$ cat src/rtl/r22sdf_ctrl.sv
// r22sdf_ctrl: sample-index sequencer driving select codes, twiddle addresses and frame flags for an R22SDF FFT pipeline
// Ports: sys_clk/sys_nrst (async active-low), sys_en global enable, in_valid/in_sop input handshake,
//        pipe_en datapath enable, sel_i/sel_ii butterfly selects, tw_addr twiddle ROM addresses,
//        out_valid/out_sop/out_idx output framing, resync_err mid-frame in_sop pulse.
// Optional macro R22_CTRL_BITREV_EN: out_idx presents the bit-reversed output counter (natural bin order).
module r22sdf_ctrl #(
    parameter int LOG2N    = 6,
    parameter int PIPE_LAT = 0,
    parameter int TW_LAT   = 1
) (
    input  logic                              sys_clk,
    input  logic                              sys_nrst,
    input  logic                              sys_en,
    input  logic                              in_valid,
    input  logic                              in_sop,
    output logic                              pipe_en,
    output logic [LOG2N/2-1:0]                sel_i,
    output logic [LOG2N-1:0]                  sel_ii,
    output logic [(LOG2N/2-1)*LOG2N-1:0]      tw_addr,
    output logic                              out_valid,
    output logic                              out_sop,
    output logic [LOG2N-1:0]                  out_idx,
    output logic                              resync_err
);
    localparam int N      = 1 << LOG2N;
    localparam int STAGES = LOG2N / 2;

    // Sample offset of the BF2I input of stage k relative to the master counter
    function automatic int stage_off(input int k);
        int o;
        o = 0;
        for (int j = 0; j < k; j++)
            o += 3 * (N >> (2 * j)) / 4 + 2 * PIPE_LAT + TW_LAT;
        return o;
    endfunction

    localparam int TOTAL_LAT = stage_off(STAGES) - TW_LAT;
    localparam int FW        = $clog2(TOTAL_LAT + 1);
    localparam logic [LOG2N-1:0] ONE  = LOG2N'(1);
    localparam logic [FW-1:0]    FONE = FW'(1);

    typedef enum logic [1:0] {IDLE, FILL, RUN} state_t;

    state_t                          state;
    logic [LOG2N-1:0]                cnt, ocnt, idx;
    logic [FW-1:0]                   fcnt;
    logic                            acc, resync, term, live;
    logic [STAGES-1:0]               sel_i_raw;
    logic [2*STAGES-1:0]             sel_ii_raw;
    logic [(STAGES-1)*LOG2N-1:0]     tw_raw;

    assign acc        = sys_nrst & sys_en & in_valid & ((state != IDLE) | in_sop);
    assign resync     = acc & in_sop & (state != IDLE) & (cnt != '0);
    assign term       = (state == FILL) & (fcnt == FW'(TOTAL_LAT));
    assign pipe_en    = acc;
    assign resync_err = resync;
    assign out_valid  = acc & ~resync & ((state == RUN) | term);
    assign out_sop    = out_valid & (ocnt == '0);
    // An accepted in_sop is sample 0 regardless of where the counter stood
    assign idx        = (acc & in_sop) ? '0 : cnt;
    // Control outputs read zero until the first frame starts
    assign live       = (state != IDLE) | acc;
    assign sel_i      = live ? sel_i_raw : '0;
    assign sel_ii     = live ? sel_ii_raw : '0;
    assign tw_addr    = live ? tw_raw : '0;

    for (genvar k = 0; k < STAGES; k++) begin : g_stage
        localparam int M   = N >> (2 * k);
        localparam int L   = LOG2N - 2 * k;
        localparam int OI  = stage_off(k);
        localparam int OII = OI + M / 2 + PIPE_LAT;
        localparam int OTW = OI + 3 * M / 4 + 2 * PIPE_LAT;
        logic [1:0] b_ii;
        assign sel_i_raw[k] = 1'((idx - LOG2N'(OI)) >> (L - 1));
        assign b_ii         = 2'((idx - LOG2N'(OII)) >> (L - 2));
        assign sel_ii_raw[2*k +: 2] = b_ii[0] ? (b_ii[1] ? 2'b01 : 2'b11) : 2'b00;
        if (k < STAGES - 1) begin : g_tw
            logic [L-1:0]     m_tw;
            logic [LOG2N-1:0] rw, prod;
            assign m_tw = L'(idx - LOG2N'(OTW));
            assign rw   = LOG2N'(m_tw[L-3:0]);
            // q' = {q[0],q[1]}: q[0] carries weight 2, q[1] weight 1
            assign prod = (m_tw[L-1] ? rw : '0) + (m_tw[L-2] ? (rw << 1) : '0);
            assign tw_raw[k*LOG2N +: LOG2N] = prod << (2 * k);
        end
    end

`ifdef R22_CTRL_BITREV_EN
    always_comb begin
        out_idx = '0;
        for (int i = 0; i < LOG2N; i++)
            out_idx[i] = ocnt[LOG2N-1-i];
    end
`else
    assign out_idx = ocnt;
`endif

    always_ff @(posedge sys_clk or negedge sys_nrst) begin
        if (!sys_nrst) begin
            state <= IDLE;
            cnt   <= '0;
            ocnt  <= '0;
            fcnt  <= '0;
        end else if (acc) begin
            cnt <= idx + ONE;
            if (state == IDLE || resync) begin
                state <= FILL;
                fcnt  <= FONE;
                ocnt  <= '0;
            end else begin
                if (out_valid)
                    ocnt <= ocnt + ONE;
                if (state == FILL) begin
                    fcnt <= fcnt + FONE;
                    if (term)
                        state <= RUN;
                end
            end
        end
    end
endmodule

$ cat config.mk
export PLATFORM = sky130hd
export DESIGN_NAME = r22sdf_ctrl
export DESIGN_NICKNAME = d
export VERILOG_FILES = /design/src/rtl/r22sdf_ctrl.sv
export SDC_FILE = /design/constraint.sdc
export NUM_CORES = 1
export LEC_CHECK = 0
export CAP_MARGIN = 10
export CORE_MARGIN = 2
export CORE_UTILIZATION = 51
export DETAILED_ROUTE_END_ITERATION = 7
export PLACE_DENSITY_LB_ADDON = 0.05
export SYNTH_ARGS = -nofsm -noshare
export SYNTH_HDL_FRONTEND = slang
export SYNTH_SLANG_ARGS = --single-unit
$ cat constraint.sdc
create_clock -name sys_clk -period 2.8 [get_ports sys_clk]
set_input_delay 0.42 -clock sys_clk [delete_from_list [all_inputs] [get_ports sys_clk]]
set_output_delay 0.42 -clock sys_clk [all_outputs]
set_load 0.005 [all_outputs]
# After elaboration in Yosys (flattened, before gate mapping)
# Cells that the tools add are included.
[totals] mem_bits_ro=0 latchBits=0 n_memories=0 mem_bits_rw=0 in_bits=5 word_cells=64 reg_bits=21
[classes] bitwise=14 n_reduce_logical=11 mux=21 n_eq_ne=3 mul=0 shifts=0 div=0 n_addsub=11 n_lt_le_gt_ge=0
[ops] operator="$mux 6" n=4
[ops] operator="$mux 2" n=10
[ops] operator="$mux 7" n=2
[ops] operator="$add 6x1->6 const B" n=2
[ops] operator="$mux 12" n=1
[ops] operator="$sub 6x6->6 const B" n=2
[ops] operator="$and 1x1->1" n=10
[ops] operator="$reduce_bool 2->1" n=4
[ops] operator="$sub 4x4->4 const B" n=2
[ops] operator="$add 7x1->7 const B" n=1
[ops] operator="$eq 7x7->1 const B" n=1
[ops] operator="$add 4x5->6" n=1
[ops] operator="$logic_not 6->1" n=1
[ops] operator="$mux 3" n=2
[ops] operator="$reduce_bool 6->1" n=1
[ops] operator="$mux 5" n=1
[ops] operator="$add 2x3->4" n=1
[ops] operator="$mux 4" n=1
[ops] operator="$reduce_and 2->1" n=2
[ops] operator="$sub 4x1->4 const B" n=1
[ops] operator="$or 1x1->1" n=3
[ops] operator="$reduce_and 3->1" n=1
[ops] operator="$eq 2x1->1 const B" n=1
[ops] operator="$eq 2x2->1 const B" n=1
[ops] operator="4 further kinds" n=4

# Depth between registers and ports, before layout
[depth] depth_word=11 mapped_depth=9 mapped_depth_nobuf=8

# Worst setup path after synthesis
# Ideal clock, no wire load.
[synth_path] path_kind="in2out" startpoint="input port in_sop" endpoint="output port tw_addr[10]" n_path_buf=1 cell_stages=8 slack_ps=368 arrival_ps=2012 path_cell_list="nand4_1 clkbuf_1 nand2_1 ha_1 and3_1 ha_1 ha_1 and2_1"
[synth_via] elab_chain_cells=8
[synth_lines] element="from (decl)" line="15" rtl="input logic in_sop,"
[synth_lines] element="$or 1x1->1" line="52" rtl="assign acc = sys_nrst & sys_en & in_valid & ((state != IDLE) | in_sop);"
[synth_lines] element="$and 1x1->1" line="52"
[synth_lines] element="$and 1x1->1" line="60" rtl="assign idx = (acc & in_sop) ? '0 : cnt;"
[synth_lines] element="$mux 6" line="60"
[synth_lines] element="$sub 4x4->4" line="80" rtl="assign m_tw = L'(idx - LOG2N'(OTW));"
[synth_lines] element="$mux 2 or $mux 3 (tied branches)" line="83" rtl="assign prod = (m_tw[L-1] ? rw : '0) + (m_tw[L-2] ? (rw << 1) : '0);"
[synth_lines] element="$add 2x3->4" line="83"
[synth_lines] element="$mux 12 (*)" line="65" rtl="assign tw_addr = live ? tw_raw : '0;"
[synth_lines] element="to (decl)" line="19" rtl="output logic [(LOG2N/2-1)*LOG2N-1:0] tw_addr,"
# Every way passes the cells marked *; elsewhere a longest branch is shown, timed or not.

# Final worst setup path
[layout_path] startpoint="input port sys_en" endpoint="output port tw_addr[10]"
[layout_via] elab_chain_cells=9
[layout_lines] element="from (decl)" line="13" rtl="input logic sys_en,"
[layout_lines] element="$and 1x1->1 (*) (3 in series)" line="52"
[layout_lines] element="$and 1x1->1" line="60"
[layout_lines] element="$mux 6" line="60"
[layout_lines] element="$sub 4x4->4" line="80"
[layout_lines] element="$mux 2 or $mux 3 (tied branches)" line="83"
[layout_lines] element="$add 2x3->4" line="83"
[layout_lines] element="$mux 12 (*)" line="65"
# Marks and branches as above.

==> flow_metrics.env <==
export IMPL_core_area_um2=3050
export IMPL_cp_end_kind="output port"
export IMPL_worst_clock_skew_ns=0.0141
export IMPL_path_cells="dlygate4sd2_1 -> nand4_1 -> nand2_1 -> inv_1 -> ha_1 -> and3_1 -> ha_1 -> ha_1 -> and2_1 -> dlygate4sd2_1"
export IMPL_placed_area_um2=2210
export IMPL_setup_ws_ns=0.0709
export IMPL_track_usage_pct=25.3
export IMPL_grt_antenna_before_repair=0
export IMPL_fin_hold_ws_ns=0.221
export IMPL_syn_area_um2=1640
export IMPL_synthArstFlopShare_pct=100
export IMPL_rrSetupSlack_ns=0.65
export IMPL_regArea_um2=527
export IMPL_grt_pass1_vias=1657
export IMPL_nets=278
export IMPL_clock_path_buffers=2
export IMPL_firstDrtPassIters=4
export IMPL_ys_ff_latch=21
export IMPL_fill_cells=259
export IMPL_ios=36
export IMPL_gr_total_overflow=0
export IMPL_die_w_um=60.7
export IMPL_diodes=0
export IMPL_portBuffers=33
export IMPL_totalPowerFinal_mw=1.26
export IMPL_fin_util_pct=74.8
export IMPL_synth_cell_types=47
export IMPL_syn_avg_cell_area_um2=8.24
export IMPL_finalWirelength_mm=4.28
export IMPL_multi_input_area_um2=1060
export IMPL_setup_violations=0
export IMPL_dieArea_um2=3680
export IMPL_drt_iter0_markers=114
export IMPL_min_period_ns=2.73
export IMPL_vias_per_cell=5.58
export IMPL_final_common_cell="buf_4"
export IMPL_cp_max_fo=4
export IMPL_syn2layout_area_growth_pct=39.4
export IMPL_synthFlopType="dfrtp_1"
export IMPL_cts_buffers=3
export IMPL_synth_edf_count=0
export IMPL_cts_clk_slew_worst_paths_ns=0.13
export IMPL_path_class="in2out"
export IMPL_cts_tree="done"
export IMPL_final_layout_size_suffix_gt1_share_pct=21.5
export IMPL_place_hpwl_mm=3.31
export IMPL_grt_pass1_wl_mm=7.11
export IMPL_place_ws_ns=-0.547
export IMPL_arrival_ns=2.31
export IMPL_required_ns=2.38
export IMPL_hold_path_class="in2async"
export IMPL_critical_path_startpoint_type="input port"
export IMPL_crit_path_frequent_cell="ha_1"
export IMPL_drv_slew=0
export IMPL_power_static_leakage_nw=1.07
export IMPL_status="finished, final reports clean"
export IMPL_place_gp_congestion=0.865
export IMPL_clk_latency_ns=0.31
export IMPL_syn_inst=199
export IMPL_max_vdd_ir_drop_mv=0.351
export IMPL_pwr_density_cell_nw_per_um2=553
export IMPL_fin_crit_sh_pct=97.5
export IMPL_grt_max_degree=23
export IMPL_fmax_mhz=366
export IMPL_vias=1703
export IMPL_start_util_pct=53.7
export IMPL_hold_violations=0
export IMPL_drv_cap=0
export IMPL_numClockSinks=21
export IMPL_crit_slowest_cell="ha_1"
export IMPL_cts_hold_buf=0
export IMPL_yosys_warnings=0
export IMPL_dieHeight_um=60.7
export IMPL_wl_per_cell_um=14.0
export IMPL_ys_seq_area_share_pct=32.1
export IMPL_cts_root_buf="clkbuf_4"
export IMPL_final_area_um2=2280
export IMPL_crit_path_max_incr_delay_ns=0.28
export IMPL_ant_nets=0
export IMPL_rsz0062_at_grt="false"
export IMPL_drc_errors=0
export IMPL_htree_levels=1
export IMPL_layout_common_cells="36 x buf_4, 20 x dfrtp_1, 20 x clkdlybuf4s50_1"
export IMPL_row_count=20
-- area by class of cell --
type                            count  share of cell area [%]
Multi-Input combinational cell    159                    46.3
Timing Repair Buffer               69                    25.7
Sequential cell                    21                    23.1
Tap cell                           44                    2.41
Inverter                            8                    1.31
Clock buffer                        3                   0.986
Clock inverter                      1                   0.219
-- registers in the layout (all words and copies together) (netlist names) --
register  flops
fcnt          7
cnt           6
out_idx       6
state         2
-- layer usage --
metal	GRT usage (%)	up-vias	wire [µm]
met5	0	-	0
met4	8.39	0	43
met3	3.41	6	160
met2	45.2	54	2190
met1	31.5	808	1880
li1	-	835	-
-- stage by stage --
stage	instances	TNS, ns
2_1_floorplan	200	0
3_3_place_gp	297	-3.18
3_5_place_dp	297	-3.42
4_1_cts	305	0
5_1_grt	305	0
6_report	305	0
-- cell usage after synthesis, types with 2 or more instances --
master,number,share of area (%)
or4_1,3,1.4
nand4_1,6,2.3
ha_1,10,7.6
or3_1,2,0.76
o21a_1,2,0.92
a211oi_1,3,1.4
nand2b_1,4,1.5
and2_1,9,3.4
o21ai_0,9,2.7
dfrtp_1,21,32
xnor2_1,7,3.7
o31ai_1,3,1.4
nor4_1,4,1.5
clkbuf_1,8,1.8
nand3_1,11,3.4
nand2_1,13,3.0
mux2i_1,4,2.4
inv_1,8,1.8
nor2_1,18,4.1
and3_1,6,2.3
a21oi_1,11,3.4
a21o_1,2,0.92
buf_4,2,0.92
nor3_1,10,3.1
-- power breakdown --
group,leakage (nW),internal [mW],switching [mW]
Clock,0.0177,0.0533,0.0952
Sequential,0.264,0.360,0.0739
Combinational,0.793,0.382,0.299
-- worst paths after layout --
check / from / endpoint / cells past startpoint
setup / recovery: sys_en / tw_addr[10] / 10
hold / removal: sys_nrst / fcnt[3]$_DFFE_PN0P_ / 3
setup reg to reg: fcnt[1]$_DFFE_PN0P_ / out_idx[4]$_DFFE_PN0P_ / 7
hold reg to reg: fcnt[6]$_DFFE_PN0P_ / fcnt[6]$_DFFE_PN0P_ / 2
max in group asynchronous: sys_nrst / cnt[1]$_DFFE_PN0P_ / 3
min in group sys_clk: fcnt[6]$_DFFE_PN0P_ / fcnt[6]$_DFFE_PN0P_ / 2
-- worst max-delay path: cells and delay by family --
kind / cells / cell delay (ns)
simple gates: 4 / 0.63
fa+ha+maj: 3 / 0.73
buf+inv: 3 / 0.53
-- what timing repair did --
action | in CTS | in global routing
pin swaps | 5 | 3
setup endpoints to repair | 11 | 4
setup buffers | 4 | 0
endpoints found under the hold margin | 0 | 0
gates resized for setup | 20 | 8
-- cell families (layout without fill, tap and decap cells) --
family                     count (synthesis)  in the layout  share of synthesized area (%)
xor gates and xnor gates                   8              8                           4.27
muxes                                      5              5                           3.13
adders and majority gates                 11             11                           8.86
and+or+nand+nor                           95             95                           31.2
DFF                                       21             21                           32.1
other                                      1              2                          0.229
buffers and inverters                     20             81                           5.57
AOI/OAI and AO/OA                         38             38                           14.7
No activity file was read; power rests on OpenSTA's default activity.
